==> config.mk <==
export PLATFORM = sky130hd
export DESIGN_NAME = wb_arbiter
export DESIGN_NICKNAME = d
export VERILOG_FILES = /design/src/rtl/cpu_pkg.sv /design/src/rtl/wb_fifo.sv /design/src/rtl/wb_arbiter.sv
export SDC_FILE = /design/constraint.sdc
export NUM_CORES = 1
export LEC_CHECK = 0
export ABC_AREA = 0
export BUFFER_PORTS_ARGS = -buffer_cell sky130_fd_sc_hd__buf_2
export CAP_MARGIN = 20
export CORE_MARGIN = 5
export CORE_UTILIZATION = 30
export DETAILED_ROUTE_END_ITERATION = 6
export GPL_ROUTABILITY_DRIVEN = 1
export PLACE_DENSITY_LB_ADDON = 0.1
export SLEW_MARGIN = 20
export SYNTH_ARGS = -nofsm -noshare
export SYNTH_HDL_FRONTEND = slang
export SYNTH_SLANG_ARGS = --single-unit
==> constraint.sdc <==
create_clock -name clk -period 7.3 [get_ports clk]
set_input_delay 2.19 -clock clk [delete_from_list [all_inputs] [get_ports clk]]
set_output_delay 2.19 -clock clk [all_outputs]
set_load 0.01 [all_outputs]
==> src/rtl/cpu_pkg.sv <==
// rtl/cpu_pkg.sv - shared register-file geometry and writeback entry type
package cpu_pkg;
  localparam int REG_ADDR_W = 5;
  localparam int DATA_W     = 32;
  localparam int NUM_REGS   = 32;
  localparam int WB_ENTRY_W = REG_ADDR_W + DATA_W;

  typedef struct packed {
    logic [REG_ADDR_W-1:0] addr;
    logic [DATA_W-1:0]     data;
  } wb_entry_t;
endpackage

==> src/rtl/wb_fifo.sv <==
// rtl/wb_fifo.sv - power-of-two FIFO holding load results awaiting the write port
module wb_fifo #(
  parameter int WIDTH = 37,
  parameter int DEPTH = 4,
  localparam int PTR_W = $clog2(DEPTH),
  localparam int CNT_W = PTR_W + 1
) (
  input  logic             clk,
  input  logic             rst,
  input  logic             push,
  input  logic [WIDTH-1:0] push_data,
  input  logic             pop,
  output logic [WIDTH-1:0] head_data,
  output logic [CNT_W-1:0] count
);
  logic [WIDTH-1:0] mem_q [DEPTH];
  logic [WIDTH-1:0] mem_d [DEPTH];
  logic [PTR_W-1:0] wr_ptr_q, wr_ptr_d, rd_ptr_q, rd_ptr_d;
  logic [CNT_W-1:0] count_q, count_d;
  logic             full, empty, push_ok, pop_ok;

  assign full      = (count_q == CNT_W'(DEPTH));
  assign empty     = (count_q == '0);
  // A push while full is refused even if a pop frees a slot this cycle.
  assign push_ok   = push && !full;
  assign pop_ok    = pop && !empty;
  assign head_data = mem_q[rd_ptr_q];
  assign count     = count_q;

  always_comb begin
    mem_d    = mem_q;
    wr_ptr_d = wr_ptr_q;
    rd_ptr_d = rd_ptr_q;
    count_d  = count_q;
    if (push_ok) begin
      mem_d[wr_ptr_q] = push_data;
      wr_ptr_d        = wr_ptr_q + PTR_W'(1);
    end
    if (pop_ok) begin
      rd_ptr_d = rd_ptr_q + PTR_W'(1);
    end
    case ({push_ok, pop_ok})
      2'b10:   count_d = count_q + CNT_W'(1);
      2'b01:   count_d = count_q - CNT_W'(1);
      default: count_d = count_q;
    endcase
  end

  always_ff @(posedge clk) begin
    mem_q <= mem_d;
  end

  always_ff @(posedge clk) begin
    if (!rst) begin
      wr_ptr_q <= '0;
      rd_ptr_q <= '0;
      count_q  <= '0;
    end else begin
      wr_ptr_q <= wr_ptr_d;
      rd_ptr_q <= rd_ptr_d;
      count_q  <= count_d;
    end
  end
endmodule

==> src/rtl/wb_arbiter.sv <==
// rtl/wb_arbiter.sv - single register-file write port shared by ALU (priority) and buffered loads
module wb_arbiter
  import cpu_pkg::*;
#(
  parameter int LD_DEPTH = 4
) (
  input  logic                  clk,
  input  logic                  rst,
  input  logic                  alu_valid,
  input  logic [REG_ADDR_W-1:0] alu_waddr,
  input  logic [DATA_W-1:0]     alu_wdata,
  input  logic                  ld_valid,
  output logic                  ld_ready,
  input  logic [REG_ADDR_W-1:0] ld_waddr,
  input  logic [DATA_W-1:0]     ld_wdata,
  input  logic                  issue_valid,
  input  logic [REG_ADDR_W-1:0] issue_waddr,
  input  logic [REG_ADDR_W-1:0] chk_addr1,
  input  logic [REG_ADDR_W-1:0] chk_addr2,
  output logic                  busy1,
  output logic                  busy2,
  output logic                  we,
  output logic [REG_ADDR_W-1:0] waddr,
  output logic [DATA_W-1:0]     wdata
);
  localparam int CNT_W = $clog2(LD_DEPTH) + 1;

  wb_entry_t             ld_entry, head_entry;
  logic [CNT_W-1:0]      ld_count;
  logic                  fifo_full, fifo_empty, fifo_push, fifo_pop;
  logic                  we_q, we_d;
  logic [REG_ADDR_W-1:0] waddr_q, waddr_d;
  logic [DATA_W-1:0]     wdata_q, wdata_d;
  logic [NUM_REGS-1:0]   pending_q, pending_d;

  assign ld_entry   = '{addr: ld_waddr, data: ld_wdata};
  assign fifo_full  = (ld_count == CNT_W'(LD_DEPTH));
  assign fifo_empty = (ld_count == '0);
  assign ld_ready   = rst && !fifo_full;
  assign fifo_push  = ld_valid && ld_ready;
  assign fifo_pop   = rst && !alu_valid && !fifo_empty;

  wb_fifo #(
    .WIDTH(WB_ENTRY_W),
    .DEPTH(LD_DEPTH)
  ) u_ld_fifo (
    .clk      (clk),
    .rst      (rst),
    .push     (fifo_push),
    .push_data(ld_entry),
    .pop      (fifo_pop),
    .head_data(head_entry),
    .count    (ld_count)
  );

  always_comb begin
    we_d      = 1'b0;
    waddr_d   = waddr_q;
    wdata_d   = wdata_q;
    pending_d = pending_q;
    if (alu_valid) begin
      we_d    = (alu_waddr != '0);
      waddr_d = alu_waddr;
      wdata_d = alu_wdata;
    end else if (fifo_pop) begin
      we_d    = (head_entry.addr != '0);
      waddr_d = head_entry.addr;
      wdata_d = head_entry.data;
      pending_d[head_entry.addr] = 1'b0;
    end
    // Applied after the clear so a same-cycle issue to the popped register stays pending.
    if (issue_valid && issue_waddr != '0) begin
      pending_d[issue_waddr] = 1'b1;
    end
  end

  always_ff @(posedge clk) begin
    if (!rst) begin
      we_q      <= 1'b0;
      waddr_q   <= '0;
      wdata_q   <= '0;
      pending_q <= '0;
    end else begin
      we_q      <= we_d;
      waddr_q   <= waddr_d;
      wdata_q   <= wdata_d;
      pending_q <= pending_d;
    end
  end

  assign we    = we_q;
  assign waddr = waddr_q;
  assign wdata = wdata_q;
  assign busy1 = pending_q[chk_addr1] && (chk_addr1 != '0);
  assign busy2 = pending_q[chk_addr2] && (chk_addr2 != '0);
endmodule

## Word-level counts from Yosys, hierarchy flattened

Cells that the tools add are included.

- Bits in registers: 225
- Bits of input ports: 94
- Output and inout bits: 41

- Equality and inequality tests: 3
- Muxes and demuxes: 24
- Order comparisons: 9
- Bitwise gates (word level): 5
- Add/sub/neg operators: 4
- Reduce and logical (&&, ||, !) cells: 23

Operators by type and width:

| cell | number |
|---|---|
| $mux W32 | 5 |
| $bwmux W148 | 1 |
| $mux W37 | 3 |
| $bmux W37 S2 | 1 |
| $demux W37 S2 | 1 |
| $and A32 B32 Y32 | 1 |
| $not A32 Y32 | 1 |
| $or A32 B32 Y32 | 1 |
| $reduce_bool A5 Y1 | 5 |
| $lt A5 B6 Y1 const B | 4 |
| $logic_and A1 B1 Y1 | 12 |
| $bmux W1 S5 | 2 |
| $demux W1 S5 | 2 |
| $ge A5 B1 Y1 const B | 2 |
| $mux W5 | 2 |
| $ge A3 B3 Y1 const B | 2 |
| $mux W1 | 6 |
| $not A2 Y3 | 2 |
| $pmux W3 S2 | 1 |
| $add A2 B1 Y2 const B | 2 |
| $reduce_bool A2 Y1 | 2 |
| $add A3 B1 Y3 const B | 1 |
| $eq A3 B3 Y1 const B | 1 |
| $logic_not A1 Y1 | 3 |
| other kinds (5) | 5 |

## Longest topological paths before layout

Gate-level depths: netlist (run 1).

- Word-level depth: 14
- Depth in mapped cells: 9

## Cells and area by module

From an unflattened synthesis (run 1), not the netlist that was laid out.

- Cells, all modules: 656
- Area total of the unflattened synthesis: 9464.1 µm²

By module, submodules not included:

| module | instances | cells an instance | area an instance (µm²) | sequential area each (µm²) |
|---|---|---|---|---|
| wb_fifo | 1 | 239 | 5764.3 | 4584.4 |
| wb_arbiter | 1 | 417 | 3699.8 | 1381.3 |

## Worst setup path before layout (run 1)

OpenSTA, ideal clock, no wires.

- Kind: input port to output port
- Start point: input port chk_addr1[0]
- End point: output port busy1
- Stages: 5
- Setup slack: 1.531 ns
- Arrival: 3.579 ns
- Path through: clkbuf_1 mux4_2 mux2_2 nand3b_1 nand4_1

- Cells in the longest elaborated chain, start to end: 3

Ends and longest elaborated chain:

| element | line | source |
|---|---|---|
| start: declaration | wb_arbiter.sv:18 | `input logic [REG_ADDR_W-1:0] chk_addr1,` |
| $bmux W1 S5 | wb_arbiter.sv:94 | `assign busy1 = pending_q[chk_addr1] && (chk_addr1 != '0);` |
| $mux W1 (not written as such) | wb_arbiter.sv:94 |  |
| $logic_and A1 B1 Y1 (*) | wb_arbiter.sv:94 |  |
| end: declaration | wb_arbiter.sv:20 | `output logic busy1,` |

Every way passes the cells marked *; elsewhere a longest branch is shown, timed or not. The select of a mux whose other input is x is not followed.

## Worst setup path after layout (run 1)

- Start point: input port chk_addr2[0]
- End point: output port busy2

- Cells in the longest elaborated chain, start to end: 3

Ends and longest elaborated chain:

| element | line | source |
|---|---|---|
| start: declaration | wb_arbiter.sv:19 | `input logic [REG_ADDR_W-1:0] chk_addr2,` |
| $bmux W1 S5 | wb_arbiter.sv:95 | `assign busy2 = pending_q[chk_addr2] && (chk_addr2 != '0);` |
| $mux W1 (not written as such) | wb_arbiter.sv:95 |  |
| $logic_and A1 B1 Y1 (*) | wb_arbiter.sv:95 |  |
| end: declaration | wb_arbiter.sv:21 | `output logic busy2,` |

Marks and branches as above.

==> reports/qor.csv, run 1 <==
stage,metric,value,unit
synthesis,synth_fp_nets,777,
cts,post_cts_resized,0,
global_routing,track_usage,0.141,
cts,cts_made_buffers,26,
power_and_ir_drop,total_power,2.94,mW
timing,totalNegativeSetupSlack,0,ps
detailed_routing,first_pass_iters,5,
timing,slew_headroom,0.418,
cts,cts.sink_count,224,
synthesis,synth_seq_cells,224,
floorplan,rows,64,
cells_and_area,multi_input_area,3070,sq um
cts,cts_tree,built,
synthesis,syn_avg_cell_area,13.6,sq um
cells_and_area,drive_above_1_share,0.296,
global_routing,grt_pass1_wl,37600,um
cells_and_area,num-nets-final,903,
critical_path,worstSetupStartpointType,input pin,
timing,fin_crit_sh,0.788,
critical_path,cp-end-kind,primary output,
synthesis,synth.distinct_cells,45,
cts,insertion_delay,520,ps
timing,finalHoldViolations,0,
synthesis,synthFlopType,edfxtp_1,
power_and_ir_drop,p_leak,3.99,nW
critical_path,worstPathArrival,3560,ps
placed_design,dp.final_hpwl,15800,um
timing,setup_viol,0,
synthesis,yosys.area.top_type,edfxtp_1,
power_and_ir_drop,max-vdd-ir-drop,0.186,mV
synthesis,yosys_warnings,0,
synthesis,synth_edf_count,148,
floorplan,core,30500,sq um
cts,cts_buffer_depth,3,
critical_path,critPathKind,input pin to primary output,
placed_design,gp_congestion,0.812,
timing,hold_ws,511,ps
floorplan,io_pins,135,
timing,rsz0062_at_grt,false,
critical_path,worstPathRequired,5110,ps
global_routing,first_global_vias,6460,
synthesis,synth_area,9240,sq um
detailed_routing,post_drt_wl_per_cell,20.5,um
detailed_routing,ant_nets,0,
synthesis,ys_top_cells_by_area,"edfxtp_1 (48%), dfxtp_1 (16%), mux4_2 (11%), a21oi_1 (4.3%), nand2_1 (4.2%)",
floorplan,die_h,185,um
critical_path,cp_max_fo,10,
cts,clk_pin_slew_worst_paths,60,ps
detailed_routing,drcViolationCount,0,
power_and_ir_drop,p_per_area,264,nW/um^2
timing,finClkSkew,16.5,ps
cells_and_area,syn2layout_area_growth,20.6,%
timing,worstMarginPinSlew,874,ps
global_routing,grt.overflow.total,0,
floorplan,initial_core_util,0.303,
worst_hold_path,holdCritPathClass,register to register,
cts,cts_max_level,1,
run_status,outcome,completed,
cells_and_area,seqCellArea,5970,sq um
timing,drv_slew,0,
synthesis,syn-instance-count,677,
cts,clock-root-buffer,clkbuf_16,
floorplan,dieArea,34400,sq um
timing,max_freq,174,MHz
detailed_routing,via_per_inst,5.06,
cts,hold_buffers,0,
timing,period_needed,5750,ps
detailed_routing,routed_wl,25000,um
synthesis,synth_top_area_frac,0.481,
detailed_routing,vias,6166,
cts,cts_setup_buffers,0,
detailed_routing,drt_iter0_markers,345,
global_routing,antenna_found_initial,3,
synthesis,async_flop_share,0,
global_routing,grt_max_degree,82,
placed_design,numPortBuffers,134,
floorplan,dieWidth,185,um
synthesis,ys_seq_area_frac,0.646,
cells_and_area,diodes,0,
cells_and_area,n_fill_cell,2955,
job,maxCapViolations,0,
cells_and_area,final_util,0.365,
## critical path, cell delays in order
cell	delay (ps)
buf_2	240
mux4_2	540
mux2_2	280
nand3b_1	90
nand4_1	80
buf_2	150
## cell usage in the layout, fill, tap and decap left out, types with 3 or more instances in the layout
| cell type | count |
|---|---|
| and2_1 | 5 |
| o21ai_0 | 43 |
| nand4_1 | 5 |
| nand3_1 | 5 |
| nand3b_1 | 5 |
| nor3b_1 | 3 |
| mux4_2 | 47 |
| o311ai_1 | 8 |
| nand2_1 | 104 |
| a21oi_1 | 79 |
| and2_2 | 4 |
| xnor2_1 | 3 |
| edfxtp_1 | 148 |
| ha_1 | 5 |
| nor2_1 | 5 |
| clkbuf_16 | 27 |
| buf_2 | 134 |
| buf_4 | 10 |
| a21boi_0 | 3 |
| nand2b_1 | 5 |
| dfxtp_1 | 74 |
| inv_1 | 9 |
| clkinv_2 | 5 |
| mux2i_1 | 10 |
| clkbuf_1 | 8 |
| o211ai_1 | 25 |
## cell families after synthesis
group | after synthesis | synth area share
adders and majority gates | 6 | 0.00894
and+or+nand+nor | 160 | 0.0820
DFF | 224 | 0.646
xor gates and xnor gates | 5 | 0.00474
AOI/OAI and AO/OA | 168 | 0.105
buffers and inverters | 55 | 0.0253
muxes | 59 | 0.128
## path summary, 6_finish.rpt
kind                               from                    end  slack [ps]  depth (start not counted)
hold / removal    u_ld_fifo.wr_ptr_q[1]  u_ld_fifo.wr_ptr_q[1]         510                          2
setup reg to reg  u_ld_fifo.rd_ptr_q[0]           pending_q[5]        4350                          4
setup / recovery           chk_addr2[0]                  busy2        1550                          6
hold reg to reg   u_ld_fifo.wr_ptr_q[1]  u_ld_fifo.wr_ptr_q[1]         510                          2
## per-layer routing
| layer | vias to the layer above | track usage | part of all wire |
|---|---|---|---|
| met5 | - | 0 | 0.0016 |
| met3 | 45 | 0.0307 | 0.056 |
| met4 | 6 | 0.0346 | 0.019 |
| met1 | 3109 | 0.186 | 0.44 |
| li1 | 2835 | - | - |
| met2 | 171 | 0.239 | 0.48 |
## Yosys cell counts, types with 3 or more instances
| cell | instances |
|---|---|
| edfxtp_1 | 148 |
| nand2_1 | 104 |
| a21oi_1 | 79 |
| dfxtp_1 | 76 |
| mux4_2 | 47 |
| o21ai_0 | 43 |
| clkbuf_1 | 28 |
| o211ai_1 | 25 |
| mux2i_1 | 10 |
| and2_1 | 9 |
| inv_1 | 9 |
| buf_1 | 8 |
| buf_2 | 8 |
| o311ai_1 | 8 |
| ha_1 | 5 |
| nand2b_1 | 5 |
| nand3_1 | 5 |
| nand3b_1 | 5 |
| nand4_1 | 5 |
| nor2_1 | 5 |
| nor3b_1 | 5 |
| a21boi_0 | 3 |
| xnor2_1 | 3 |
## metrics by stage
stage | instance area [sq um] | worst slack (ps) | instances
2_1_floorplan | 9240 | 1530 | 677
5_1_grt | 11100 | 1440 | 1219
3_5_place_dp | 10300 | 1530 | 1171
6_report | 11100 | 1550 | 1219
3_3_place_gp | 10300 | 1560 | 1171
4_1_cts | 11100 | 1530 | 1219
## layout make-up
class	count	area share
inverter	9	0.00303
multi-input combinational	398	0.276
clock inverter	10	0.00697
clock buffer	38	0.0665
sequential	224	0.536
tap	396	0.0445
timing repair buffer	144	0.0670
## power by group
group          leakage [nW]  switching [mW]  internal [mW]  total (mW)
clock                 0.398           0.502          0.737        1.24
sequential             1.97          0.0330           1.40        1.43
combinational          1.62           0.157          0.107       0.264
## sequential cells by signal (all words and copies together) (netlist names)
| name | count |
|---|---|
| waddr | 5 |
| we | 1 |
| pending_q | 31 |
| u_ld_fifo.rd_ptr_q | 2 |
| u_ld_fifo.count | 3 |
| u_ld_fifo.wr_ptr_q | 2 |
| u_ld_fifo.mem_q | 148 |
| wdata | 32 |
Note: power is estimated with default switching activity, not from simulation.
==> run 2, diff against run 1 <==
==> constraint.sdc (replaced) <==
create_clock -name clk -period 5.5 [get_ports clk]
set_input_delay 1.65 -clock clk [delete_from_list [all_inputs] [get_ports clk]]
set_output_delay 1.65 -clock clk [all_outputs]
set_load 0.01 [all_outputs]
==> run 2 against run 1 <==
  * First-iteration DRC count grew 6.7%
  * Cell count up 0.33%
  * Non-clock buffer count up 5
  * Clock skew barely moved
  * Combinational power up 33%
  * Register-to-register slack lost 1900 ps
  * Global-route usage decreased by 0.099 points
  * Sequential power grew 33%
  * Core utilization rose by 0.16 points
  * Clock-buffer cell count is 1 lower
  * Sequential cell count is the same
  * Worst setup slack worse by 720 ps
  * Highest routed layer unchanged
==> reports/qor.csv, run 2 (synthesized netlist as in run 1, its figures left out) <==
stage,metric,value,unit,change
run_status,outcome,completed,,
timing,setup_ws,831,ps,-715 ps
cells_and_area,largest_reg_flops,148,,unchanged
floorplan,initial_core_util,0.303,,unchanged
power_and_ir_drop,p_per_area,351,nW/um^2,+33%
floorplan,dieArea,34400,sq um,unchanged
worst_hold_path,hold_path_startpoint,pending_q[13],,
power_and_ir_drop,max-vdd-ir-drop,0.200,mV,+7.7%
timing,hold_ws,507,ps,-3.78 ps
critical_path,reg2reg_slack,2450,ps,-1900 ps
cts,insertion_delay,520,ps,about the same
timing,finalHoldViolations,0,,unchanged
timing,finClkSkew,16.4,ps,-0.0877 ps
global_routing,use_met3,0.0268,,-0.00391
cts,cts_buffer_depth,3,,unchanged
critical_path,critPathLaunch,chk_addr2[0],,
placed_design,dp_slack,811,ps,-723 ps
floorplan,dieWidth,185,um,unchanged
critical_path,max_stage_delay,530,ps,about the same
cts,cts.sink_count,224,,unchanged
global_routing,top_usage_layer,met2,,
cells_and_area,drive_above_1_share,0.299,,+0.00256
critical_path,worstPathRequired,3850,ps,-1260 ps
power_and_ir_drop,pwr-share-comb,0.090,,about the same
timing,drv_slew,0,,unchanged
cells_and_area,layout_common_cells,"edfxtp_1 (148), buf_2 (134), nand2_1 (104)",,
cts,cts_max_level,1,,unchanged
detailed_routing,vias,6158,,-0.13%
placed_design,gp_congestion,0.823,,+1.3%
critical_path,worstSetupStartpointType,input pin,,
floorplan,die_h,185,um,unchanged
cts,cts_made_buffers,25,,-3.8%
detailed_routing,drcViolationCount,0,,unchanged
cells_and_area,largest_register,u_ld_fifo.mem_q,,
timing,totalNegativeSetupSlack,0,ps,unchanged
floorplan,core,30500,sq um,unchanged
global_routing,grt.overflow.total,0,,unchanged
global_routing,first_global_vias,6455,,-0.077%
placed_design,numPortBuffers,134,,unchanged
detailed_routing,drt_iter0_markers,368,,+6.7%
critical_path,path_cells,"buf_2, mux4_2, mux2_2, nand3b_1, nand4_1, buf_2",,
timing,max_freq,214,MHz,
power_and_ir_drop,power_frac_seq,0.484,,-0.004
detailed_routing,via_per_inst,5.04,,-0.46%
critical_path,reg2reg_from,u_ld_fifo.rd_ptr_q[0],,
cells_and_area,instances_no_fill,1223,,+0.33%
cts,cts_setup_buffers,0,,unchanged
critical_path,r2r_cells,4,,unchanged
cells_and_area,syn2layout_area_growth,21.1,%,
timing,worstMarginPinSlew,1070,ps,+193 ps
power_and_ir_drop,p_sw_frac,0.228,,-0.00783
cts,clk_pin_slew_worst_paths,60,ps,about the same
critical_path,r2r-end,pending_q[17],,
power_and_ir_drop,power.internal,3.04,mW,+35%
cts,hold_buffers,0,,unchanged
global_routing,gr-usage-met2,0.240,,+0.00102
critical_path,critical_path.top_delay_family,multiplexers,,
cells_and_area,final_common_cell,edfxtp_1,,
cts,post_cts_resized,0,,unchanged
timing,fin_crit_sh,0.849,,
detailed_routing,post_drt_wl_per_cell,20.3,um,-1.4%
critical_path,cp-end-kind,primary output,,
detailed_routing,first_pass_iters,5,,unchanged
worst_hold_path,hold_depth,2,,unchanged
cells_and_area,num-nets-final,907,,+0.44%
timing,slew_headroom,0.284,,-0.134
placed_design,dp_cells,1176,,+0.43%
job,maxCapViolations,0,,unchanged
critical_path,worst-path-buf-inv,2,,unchanged
worst_hold_path,min_to,pending_q[13],,
power_and_ir_drop,p_clk_frac,0.426,,+0.004
timing,rsz0062_at_grt,false,,
cts,cts_tree,built,,
critical_path,critPathKind,input pin to primary output,,
global_routing,grt_pass1_wl,37300,um,-0.66%
critical_path,worstPathArrival,3020,ps,-540 ps
global_routing,antenna_found_initial,3,,unchanged
cts,clock-root-buffer,clkbuf_16,,
timing,period_needed,4670,ps,
timing,setup_viol,0,,unchanged
floorplan,io_pins,135,,unchanged
detailed_routing,routed_wl,24800,um,-1.0%
critical_path,cp_max_fo,10,,unchanged
critical_path,critPathSlowestCell,mux4_2,,
global_routing,grt_use_met1,0.186,,about the same
global_routing,track_usage,0.140,,-0.000993
detailed_routing,ant_nets,0,,unchanged
floorplan,rows,64,,unchanged
critical_path,critPathMostFrequentCell,buf_2,,
global_routing,grt_max_degree,46,,-44%
power_and_ir_drop,p_switching,0.896,mW,+29%
placed_design,dp.final_hpwl,16200,um,+2.9%
worst_hold_path,holdCritPathClass,register to register,,
cells_and_area,final_util,0.367,,+0.00164
power_and_ir_drop,p_leak,4.03,nW,+0.94%
## run 2: area by class of cell
| class | instances | area (sq um) |
|---|---|---|
| antenna | 1 | 2.50 |
| clock buffer | 37 | 711 |
| clock inverter | 9 | 123 |
| fill | 2944 | 19300 |
| inverter | 9 | 33.8 |
| multi-input combinational | 398 | 3070 |
| sequential | 224 | 5970 |
| tap | 396 | 495 |
| timing repair buffer | 149 | 783 |
## run 2: power groups by stage
stage	clock network, mW	logic, mW	registers (mW)
2_1_floorplan	0	0.209	1.93
3_3_place_gp	0	0.353	1.94
3_5_place_dp	0	0.359	1.94
4_1_cts	1.72	0.361	1.90
5_1_grt	1.81	0.389	1.91
6_report	1.68	0.352	1.90
## run 2: through the flow
step | power, mW | cell area [sq um]
floorplan | 2.14 | 9240
global placement | 2.29 | 10300
detailed placement | 2.30 | 10300
CTS | 3.99 | 11200
global route | 4.11 | 11200
finish | 3.93 | 11200
## run 2: worst max-delay path by stage
stage	depth (start not counted)	slack (ps)	endpoint
finish	6	830	busy2
global route	6	720	busy1
CTS	6	810	busy2
detailed placement	6	810	busy2
global placement	6	840	busy1
floorplan	5	810	busy1
## run 2: tightest hold or removal path, delay by kind of cell (launching register included)
family | cells | cell delay, ps
flip-flops | 1 | 320
AO/OA/AOI/OAI | 1 | 90
AND/OR/NAND/NOR | 1 | 50
## run 2: routing by layer
metal,routed length [um],part of all wire
met1,10700,0.43
met2,12200,0.49
met3,1350,0.055
met4,419,0.017
met5,21,0.00085
